`src/rtl/tcm_loader_if.sv`:
```
// TCM access port: one request channel from the loader to a tightly coupled memory.
//   master (loader): cs, addr, wen, wdata out; rdata, ready in
//   slave  (memory): cs, addr, wen, wdata in;  rdata, ready out
//   wen == 0 with cs == 1 is a read; rdata is valid RD_LAT cycles after acceptance.
interface tcm_loader_if #(
    parameter int unsigned WORD_WTH     = 32,
    parameter int unsigned MEM_ADDR_WTH = 16,
    parameter int unsigned MASK_WTH     = 4
);
    logic                    cs;
    logic [MEM_ADDR_WTH-1:0] addr;
    logic [MASK_WTH-1:0]     wen;
    logic [WORD_WTH-1:0]     wdata;
    logic [WORD_WTH-1:0]     rdata;
    logic                    ready;

    modport master (output cs, addr, wen, wdata, input  rdata, ready);
    modport slave  (input  cs, addr, wen, wdata, output rdata, ready);
endinterface

```
`src/rtl/tcm_loader.sv`:
```
// TCM loader: packs a little-endian byte stream into words, writes them as a
// contiguous block into ITCM or DTCM, optionally reads the block back and
// compares its sum with the write checksum. Holds the CPU in reset meanwhile.
//   clk, rst (async, active-low)
//   start/target/base_addr/word_cnt/verify_en : load request, latched in IDLE
//   in_valid/in_data/in_ready                 : byte stream
//   itcm, dtcm                                : TCM access ports (master side)
//   cpu_hold, busy, done, err, checksum       : status (all registered)
module tcm_loader #(
    parameter int unsigned WORD_WTH     = 32,
    parameter int unsigned MEM_ADDR_WTH = 16,
    parameter int unsigned MASK_WTH     = 4,
    parameter int unsigned RD_LAT       = 1
) (
    input  logic                    clk,
    input  logic                    rst,
    input  logic                    start,
    input  logic                    target,
    input  logic [MEM_ADDR_WTH-1:0] base_addr,
    input  logic [15:0]             word_cnt,
    input  logic                    verify_en,
    input  logic                    in_valid,
    input  logic [7:0]              in_data,
    output logic                    in_ready,
    tcm_loader_if.master            itcm,
    tcm_loader_if.master            dtcm,
    output logic                    cpu_hold,
    output logic                    busy,
    output logic                    done,
    output logic                    err,
    output logic [WORD_WTH-1:0]     checksum
);
    localparam int unsigned CNT_WTH  = 16;
    localparam int unsigned BYTES    = WORD_WTH / 8;
    localparam int unsigned BCNT_WTH = (BYTES > 1) ? $clog2(BYTES) : 1;
    localparam int unsigned LAT_WTH  = (RD_LAT > 1) ? $clog2(RD_LAT) : 1;
    localparam logic [BCNT_WTH-1:0] BCNT_LAST = BCNT_WTH'(BYTES - 1);
    localparam logic [LAT_WTH-1:0]  LAT_LAST  = LAT_WTH'(RD_LAT - 1);

    typedef enum logic [2:0] {
        S_IDLE, S_COLLECT, S_WRITE, S_VRD, S_VWAIT, S_VCHK, S_DONE
    } state_e;

    state_e                  state_q, state_d;
    logic                    tgt_q, tgt_d;
    logic                    ver_q, ver_d;
    logic [MEM_ADDR_WTH-1:0] base_q, base_d;
    logic [CNT_WTH-1:0]      cnt_q, cnt_d;
    logic [CNT_WTH-1:0]      idx_q, idx_d;
    logic [CNT_WTH-1:0]      ridx_q, ridx_d;
    logic [BCNT_WTH-1:0]     bcnt_q, bcnt_d;
    logic [LAT_WTH-1:0]      lat_q, lat_d;
    logic [WORD_WTH-1:0]     word_q, word_d;
    logic [WORD_WTH-1:0]     vsum_q, vsum_d;
    logic [WORD_WTH-1:0]     checksum_q, checksum_d;
    logic                    err_q, err_d;
    logic                    busy_q, busy_d;
    logic                    done_q, done_d;
    logic                    cpu_hold_q, cpu_hold_d;
    logic                    in_ready_q, in_ready_d;

    logic                    itcm_cs_q, itcm_cs_d, dtcm_cs_q, dtcm_cs_d;
    logic [MEM_ADDR_WTH-1:0] itcm_addr_q, itcm_addr_d, dtcm_addr_q, dtcm_addr_d;
    logic [MASK_WTH-1:0]     itcm_wen_q, itcm_wen_d, dtcm_wen_q, dtcm_wen_d;
    logic [WORD_WTH-1:0]     itcm_wdata_q, itcm_wdata_d, dtcm_wdata_q, dtcm_wdata_d;

    logic                    sel_ready;
    logic [WORD_WTH-1:0]     sel_rdata;
    logic                    acc_cs;
    logic [MASK_WTH-1:0]     acc_wen;
    logic [MEM_ADDR_WTH-1:0] acc_addr;
    logic [WORD_WTH-1:0]     acc_wdata;
    logic [CNT_WTH-1:0]      acc_idx;

    // Only the latched target's response is ever looked at.
    assign sel_ready = tgt_q ? dtcm.ready : itcm.ready;
    assign sel_rdata = tgt_q ? dtcm.rdata : itcm.rdata;

    // Next-state, datapath and next-output logic.
    always_comb begin
        state_d    = state_q;
        tgt_d      = tgt_q;
        ver_d      = ver_q;
        base_d     = base_q;
        cnt_d      = cnt_q;
        idx_d      = idx_q;
        ridx_d     = ridx_q;
        bcnt_d     = bcnt_q;
        lat_d      = lat_q;
        word_d     = word_q;
        vsum_d     = vsum_q;
        checksum_d = checksum_q;
        err_d      = err_q;
        busy_d     = busy_q;
        done_d     = 1'b0;
        cpu_hold_d = cpu_hold_q;

        unique case (state_q)
            S_IDLE: begin
                if (start) begin
                    tgt_d      = target;
                    ver_d      = verify_en;
                    base_d     = base_addr;
                    cnt_d      = word_cnt;
                    idx_d      = '0;
                    ridx_d     = '0;
                    bcnt_d     = '0;
                    vsum_d     = '0;
                    checksum_d = '0;
                    err_d      = 1'b0;
                    busy_d     = 1'b1;
                    cpu_hold_d = 1'b1;
                    state_d    = (word_cnt == '0) ? S_DONE : S_COLLECT;
                end else begin
                    // Nothing to load after reset: let the CPU run.
                    cpu_hold_d = 1'b0;
                end
            end
            S_COLLECT: begin
                if (in_valid && in_ready_q) begin
                    // Right shift: first byte ends up in the low lane.
                    word_d = {in_data, word_q[WORD_WTH-1:8]};
                    if (bcnt_q == BCNT_LAST) begin
                        bcnt_d  = '0;
                        state_d = S_WRITE;
                    end else begin
                        bcnt_d = bcnt_q + BCNT_WTH'(1);
                    end
                end
            end
            S_WRITE: begin
                if (sel_ready) begin
                    checksum_d = checksum_q + word_q;
                    idx_d      = idx_q + CNT_WTH'(1);
                    if (idx_d == cnt_q) begin
                        state_d = ver_q ? S_VRD : S_DONE;
                    end else begin
                        state_d = S_COLLECT;
                    end
                end
            end
            S_VRD: begin
                if (sel_ready) begin
                    lat_d   = '0;
                    state_d = S_VWAIT;
                end
            end
            S_VWAIT: begin
                if (lat_q == LAT_LAST) begin
                    vsum_d  = vsum_q + sel_rdata;
                    ridx_d  = ridx_q + CNT_WTH'(1);
                    state_d = (ridx_d < cnt_q) ? S_VRD : S_VCHK;
                end else begin
                    lat_d = lat_q + LAT_WTH'(1);
                end
            end
            S_VCHK: begin
                err_d   = (vsum_q != checksum_q);
                state_d = S_DONE;
            end
            S_DONE: begin
                done_d     = 1'b1;
                busy_d     = 1'b0;
                cpu_hold_d = 1'b0;
                state_d    = S_IDLE;
            end
            default: state_d = S_IDLE;
        endcase

        // Bus outputs follow the state being entered so they line up with it.
        in_ready_d = (state_d == S_COLLECT);
        acc_cs     = (state_d == S_WRITE) || (state_d == S_VRD);
        acc_idx    = (state_d == S_VRD) ? ridx_d : idx_d;
        acc_addr   = acc_cs ? (base_d + MEM_ADDR_WTH'(32'(acc_idx) * 32'(BYTES))) : '0;
        acc_wen    = (state_d == S_WRITE) ? '1 : '0;
        acc_wdata  = (state_d == S_WRITE) ? word_d : '0;

        // The unselected port stays fully quiet.
        itcm_cs_d    = acc_cs & ~tgt_d;
        itcm_addr_d  = tgt_d ? '0 : acc_addr;
        itcm_wen_d   = tgt_d ? '0 : acc_wen;
        itcm_wdata_d = tgt_d ? '0 : acc_wdata;
        dtcm_cs_d    = acc_cs & tgt_d;
        dtcm_addr_d  = tgt_d ? acc_addr : '0;
        dtcm_wen_d   = tgt_d ? acc_wen : '0;
        dtcm_wdata_d = tgt_d ? acc_wdata : '0;
    end

    // State and output registers; reset drops any request immediately.
    always_ff @(posedge clk or negedge rst) begin
        if (!rst) begin
            state_q      <= S_IDLE;
            tgt_q        <= 1'b0;
            ver_q        <= 1'b0;
            base_q       <= '0;
            cnt_q        <= '0;
            idx_q        <= '0;
            ridx_q       <= '0;
            bcnt_q       <= '0;
            lat_q        <= '0;
            word_q       <= '0;
            vsum_q       <= '0;
            checksum_q   <= '0;
            err_q        <= 1'b0;
            busy_q       <= 1'b0;
            done_q       <= 1'b0;
            cpu_hold_q   <= 1'b1;
            in_ready_q   <= 1'b0;
            itcm_cs_q    <= 1'b0;
            itcm_addr_q  <= '0;
            itcm_wen_q   <= '0;
            itcm_wdata_q <= '0;
            dtcm_cs_q    <= 1'b0;
            dtcm_addr_q  <= '0;
            dtcm_wen_q   <= '0;
            dtcm_wdata_q <= '0;
        end else begin
            state_q      <= state_d;
            tgt_q        <= tgt_d;
            ver_q        <= ver_d;
            base_q       <= base_d;
            cnt_q        <= cnt_d;
            idx_q        <= idx_d;
            ridx_q       <= ridx_d;
            bcnt_q       <= bcnt_d;
            lat_q        <= lat_d;
            word_q       <= word_d;
            vsum_q       <= vsum_d;
            checksum_q   <= checksum_d;
            err_q        <= err_d;
            busy_q       <= busy_d;
            done_q       <= done_d;
            cpu_hold_q   <= cpu_hold_d;
            in_ready_q   <= in_ready_d;
            itcm_cs_q    <= itcm_cs_d;
            itcm_addr_q  <= itcm_addr_d;
            itcm_wen_q   <= itcm_wen_d;
            itcm_wdata_q <= itcm_wdata_d;
            dtcm_cs_q    <= dtcm_cs_d;
            dtcm_addr_q  <= dtcm_addr_d;
            dtcm_wen_q   <= dtcm_wen_d;
            dtcm_wdata_q <= dtcm_wdata_d;
        end
    end

    assign in_ready   = in_ready_q;
    assign cpu_hold   = cpu_hold_q;
    assign busy       = busy_q;
    assign done       = done_q;
    assign err        = err_q;
    assign checksum   = checksum_q;
    assign itcm.cs    = itcm_cs_q;
    assign itcm.addr  = itcm_addr_q;
    assign itcm.wen   = itcm_wen_q;
    assign itcm.wdata = itcm_wdata_q;
    assign dtcm.cs    = dtcm_cs_q;
    assign dtcm.addr  = dtcm_addr_q;
    assign dtcm.wen   = dtcm_wen_q;
    assign dtcm.wdata = dtcm_wdata_q;
endmodule
```
`src/flat_wrapper.sv`:
```
// flat-port wrapper written by rule: the top's interface ports become plain ports
module tcm_loader_flat 
#(
    parameter int unsigned WORD_WTH     = 32,
    parameter int unsigned MEM_ADDR_WTH = 16,
    parameter int unsigned MASK_WTH     = 4,
    parameter int unsigned RD_LAT       = 1
)
  (clk, rst, start, target, base_addr, word_cnt, verify_en, in_valid, in_data, in_ready, cpu_hold, busy, done, err, checksum, itcm_cs, itcm_addr, itcm_wen, itcm_wdata, itcm_rdata, itcm_ready, dtcm_cs, dtcm_addr, dtcm_wen, dtcm_wdata, dtcm_rdata, dtcm_ready);
  tcm_loader_if #(.WORD_WTH(WORD_WTH), .MEM_ADDR_WTH(MEM_ADDR_WTH), .MASK_WTH(MASK_WTH)) itcm_i ();
  tcm_loader_if #(.WORD_WTH(WORD_WTH), .MEM_ADDR_WTH(MEM_ADDR_WTH), .MASK_WTH(MASK_WTH)) dtcm_i ();
  input  logic clk;
  input  logic rst;
  input  logic start;
  input  logic target;
  input  logic [MEM_ADDR_WTH-1:0] base_addr;
  input  logic [15:0] word_cnt;
  input  logic verify_en;
  input  logic in_valid;
  input  logic [7:0] in_data;
  output logic in_ready;
  output logic cpu_hold;
  output logic busy;
  output logic done;
  output logic err;
  output logic [WORD_WTH-1:0] checksum;
  output wire logic [$bits(itcm_i.cs)-1:0] itcm_cs;
  output wire logic [$bits(itcm_i.addr)-1:0] itcm_addr;
  output wire logic [$bits(itcm_i.wen)-1:0] itcm_wen;
  output wire logic [$bits(itcm_i.wdata)-1:0] itcm_wdata;
  input wire logic [$bits(itcm_i.rdata)-1:0] itcm_rdata;
  input wire logic [$bits(itcm_i.ready)-1:0] itcm_ready;
  output wire logic [$bits(dtcm_i.cs)-1:0] dtcm_cs;
  output wire logic [$bits(dtcm_i.addr)-1:0] dtcm_addr;
  output wire logic [$bits(dtcm_i.wen)-1:0] dtcm_wen;
  output wire logic [$bits(dtcm_i.wdata)-1:0] dtcm_wdata;
  input wire logic [$bits(dtcm_i.rdata)-1:0] dtcm_rdata;
  input wire logic [$bits(dtcm_i.ready)-1:0] dtcm_ready;
  assign itcm_cs = itcm_i.cs;
  assign itcm_addr = itcm_i.addr;
  assign itcm_wen = itcm_i.wen;
  assign itcm_wdata = itcm_i.wdata;
  assign itcm_i.rdata = itcm_rdata;
  assign itcm_i.ready = itcm_ready;
  assign dtcm_cs = dtcm_i.cs;
  assign dtcm_addr = dtcm_i.addr;
  assign dtcm_wen = dtcm_i.wen;
  assign dtcm_wdata = dtcm_i.wdata;
  assign dtcm_i.rdata = dtcm_rdata;
  assign dtcm_i.ready = dtcm_ready;
  tcm_loader #(.WORD_WTH(WORD_WTH), .MEM_ADDR_WTH(MEM_ADDR_WTH), .MASK_WTH(MASK_WTH), .RD_LAT(RD_LAT)) u_core (.clk(clk), .rst(rst), .start(start), .target(target), .base_addr(base_addr), .word_cnt(word_cnt), .verify_en(verify_en), .in_valid(in_valid), .in_data(in_data), .in_ready(in_ready), .itcm(itcm_i), .dtcm(dtcm_i), .cpu_hold(cpu_hold), .busy(busy), .done(done), .err(err), .checksum(checksum));
endmodule
```
`config.mk`:
```
export PLATFORM = sky130hd
export DESIGN_NAME = tcm_loader_flat
export DESIGN_NICKNAME = d
export VERILOG_FILES = /design/src/rtl/tcm_loader_if.sv /design/src/rtl/tcm_loader.sv /design/src/flat_wrapper.sv
export SDC_FILE = /design/constraint.sdc
export NUM_CORES = 1
export LEC_CHECK = 0
export CAP_MARGIN = 20
export CORE_MARGIN = 5
export CORE_UTILIZATION = 50
export CTS_BUF_LIST = sky130_fd_sc_hd__clkbuf_4
export CTS_CLUSTER_DIAMETER = 150
export CTS_CLUSTER_SIZE = 20
export DETAILED_ROUTE_END_ITERATION = 16
export PLACE_DENSITY_LB_ADDON = 0.15
export SETUP_SLACK_MARGIN = 0.3
export SLEW_MARGIN = 30
export SYNTH_ARGS = -nofsm -noshare
export SYNTH_HDL_FRONTEND = slang
export SYNTH_SLANG_ARGS = --single-unit
```
`constraint.sdc`:
```
create_clock -name clk -period 6.8 [get_ports clk]
set_input_delay 1.36 -clock clk [delete_from_list [all_inputs] [get_ports clk]]
set_output_delay 1.36 -clock clk [all_outputs]
set_load 0.1 [all_outputs]
```
==> impl_metrics.tcl <==
set metrics [dict create \
    dr.pass1.iters 5 \
    grt.met3_usage_pct 6.25 \
    fp-row-count 64 \
    synth.most_common_cell "dfrtp_1" \
    crit_arrival_ns 6.88 \
    peakVddDrop_mv 0.297 \
    ys_seq_area_share_pct 43.5 \
    crit_top_cell "and3_1" \
    cts_tree "yes" \
    power_frac_clock_pct 8.0 \
    h-tree-depth 1 \
    min_period_over_period_pct 90.9 \
    hold_viol_final 0 \
    switching_share_pct 52.8 \
    finalSetupViolCount 0 \
    status "completed" \
    synth_warnings 0 \
    synth-edff-count 0 \
    nFillCells 2686 \
    cts_root_buffer "clkbuf_4" \
    grt_first_pass_wirelength_um 70200 \
    yosysUniqueCellTypes 76 \
    vias_per_cell 5.67 \
    mappedNetlistArea_um2 15700 \
    numPortBuffers 254 \
    crit_buf_inv 1 \
    drc 0 \
    core_um2 30700 \
    ioPinCount 255 \
    clock_latency_ns 0.73 \
    synth_area_leader_cell "dfrtp_1" \
    crit_family "simple AND/OR/NAND/NOR gates" \
    met2_usage_pct 35.0 \
    synth_area_leaders "dfrtp_1 (43%), ha_1 (7.6%), o21ai_0 (4.7%)" \
    skew_ns 0.0608 \
    clockBufferDepth 3 \
    gp_congestion 0.898 \
    met1_usage_pct 37.8 \
    die_height_um 187 \
    synth.top_cells.by_count "dfrtp_1 (271), nand2_1 (188), o21ai_0 (147), nor2_1 (124), ha_1 (95)" \
    antenna_found_initial 1 \
    worstSetupPathType "flip-flop to flip-flop" \
    critPathLaunchType "flip-flop" \
    power_frac_seq_pct 31.3 \
    nNetsFinal 2067 \
    die_area_um2 35000 \
    drv_cap 0 \
    fmax_ghz 0.162 \
    layout-drive-gt1-share_pct 9.61 \
    ys_seq_elements 272 \
    async_flop_share_pct 100 \
    dp_hpwl_um 33400 \
    floorplan.initialDensity_pct 50.9 \
    synth_nets 1843 \
    intPower_w 0.00388 \
    p_sw_w 0.00433 \
    routedWlPerCell_um 19.4 \
    period_minus_slack_ns 6.18 \
    maxSlewViolCount 0 \
    final_area_um2 18600 \
    syn2layout_area_growth_pct 19.0 \
    max_slew_margin_pct 30.3 \
    grt_usage_pct 24.5 \
    final_antenna_net_count 0 \
    numClockSinks 272 \
    vias 12800 \
    grt_max_degree 125 \
    slowest_delay_ns 0.62 \
    critPathCaptureType "flip-flop" \
    yosysTopAreaCellShare_pct 43.3 \
    fin_tns_setup_ns 0 \
    busiest_layer "met1" \
    cts_inserted_buffers 17 \
    grt-ovfl-total 0 \
    drt-initial-drc-count 844 \
    tightest_slew_ns 1.04 \
    power.share.combinational_pct 60.7 \
    die_w_um 187 \
    critPathMaxFanout 13 \
    rsz0062_at_grt "true" \
    p_leak_nw 8.73 \
    synth_ff_type "dfrtp_1" \
    wl_um 43800 \
    path_clk_slew_ns 0.24 \
    hold_class "flip-flop to flip-flop" \
    placed_area_um2 18500 \
    synthCells 1633 \
    avgSynthCellArea_um2 9.59 \
    cellPowerDensity_nw_per_um2 441 \
    cp.required_ns 7.50 \
    grt_pass1_vias 12500 \
    cp_slowest_cell "or4b_2" \
]
## registers in the layout, summed over array words and instances (netlist names), 2 cells and up
name               cells
u_core.base_q         16
u_core.bcnt_q          2
u_core.checksum       32
u_core.cnt_q          16
u_core.dtcm.addr      16
u_core.dtcm.wdata     32
u_core.idx_q          16
u_core.itcm.addr      16
u_core.itcm.wdata     32
u_core.ridx_q         16
u_core.state_q         3
u_core.vsum_q         32
u_core.word_q         32
## area by class of cell
class / instances / area, um^2 / area share (%)
timing repair buffer: 273 / 2580 / 13.9
clock inverter: 2 / 12.5 / 0.0672
antenna: 2 / 5.00 / 0.0269
multi-input combinational: 1208 / 8240 / 44.2
sequential: 272 / 6810 / 36.6
inverter: 85 / 319 / 1.71
tap: 396 / 495 / 2.66
clock buffer: 22 / 165 / 0.887
## cell families after synthesis
kind of cell,count (synthesis),synth area share (%)
AOI/OAI and AO/OA,391,15.9
xor gates and xnor gates,119,6.66
adders and majority gates,98,7.98
buffers and inverters,153,4.08
DFF,272,43.5
muxes,88,6.01
and+or+nand+nor,512,15.9
## power by group through the flow
stage	logic, W	clock network, W	registers [W]
after floorplan	0.00273	0	0.00352
after global placement	0.00489	0	0.00259
after detailed placement	0.00496	0	0.00259
after CTS	0.00498	0.000679	0.00257
after global routing	0.00541	0.000737	0.00263
final	0.00498	0.000657	0.00257
## cells in the final DEF, fill, tap and decap left out, drive strengths merged, types with 14 or more instances in the layout
cell type and count:
nand3 32, a211oi 19, dfrtp 271, xor2 43, o21ai 147, clkdlybuf4s50 229, nor3 16, ha 95
nor2 153, a22o 16, xnor2 76, nand4 20, mux2i 40, mux2 48, and3 14, clkbuf 26
a21o 21, inv 87, nor4 16, nand2 189, o21a 15, nand2b 16, or3 17, o31ai 14
buf 40, a21oi 70
## final timing paths
kind / slack (ns) / start / cells past startpoint / endpoint
max: 0.62 / u_core.ridx_q[0]$_DFF_PN0_ / 28 / u_core.dtcm.addr[15]$_DFF_PN0_
min: 0.51 / u_core.base_q[14]$_DFF_PN0_ / 2 / u_core.base_q[14]$_DFF_PN0_
max reg2reg: 0.62 / u_core.ridx_q[0]$_DFF_PN0_ / 28 / u_core.dtcm.addr[15]$_DFF_PN0_
min reg2reg: 0.51 / u_core.base_q[14]$_DFF_PN0_ / 2 / u_core.base_q[14]$_DFF_PN0_
max in group asynchronous: 4.83 / rst / 2 / u_core.itcm.wdata[0]$_DFF_PN0_
min in group asynchronous: 0.59 / rst / 1 / u_core.ridx_q[6]$_DFF_PN0_
## per-stage QoR
step | util (%) | cells | power (W) | hold WS, ns | setup WS (ns)
global route | 60.6 | 2259 | 0.00878 | 0.552 | 0.194
floorplan | - | 1633 | 0.00624 | 0.446 | 1.07
CTS | 60.7 | 2256 | 0.00823 | 0.515 | 0.311
finish | 60.6 | 2260 | 0.00821 | 0.507 | 0.621
detailed placement | 60.1 | 2232 | 0.00755 | 0.472 | 0.187
global placement | 60.3 | 2232 | 0.00748 | 0.464 | 0.464
## per-layer routing
metal  wire (um)  vias up
met5           0        -
met4         945        0
met3        3640       44
met2       17900      415
met1       21300     6139
li1            -     6207
## tightest hold or removal path, delay by kind of cell, from the launching register on
family           cells  cell delay [ns]
DFF                  1             0.36
and+or+nand+nor      2             0.12
## repair_timing
| item | in CTS | in global routing |
|---|---|---|
| setup buffers | 0 | 2 |
| setup endpoints to repair | 3 | 8 |
| gates resized for setup | 1 | 8 |
| pin swaps | 0 | 2 |
| hold endpoints to repair | 0 | 0 |
| hold buffers | 0 | 0 |
Power figures use the tool's default switching activity.
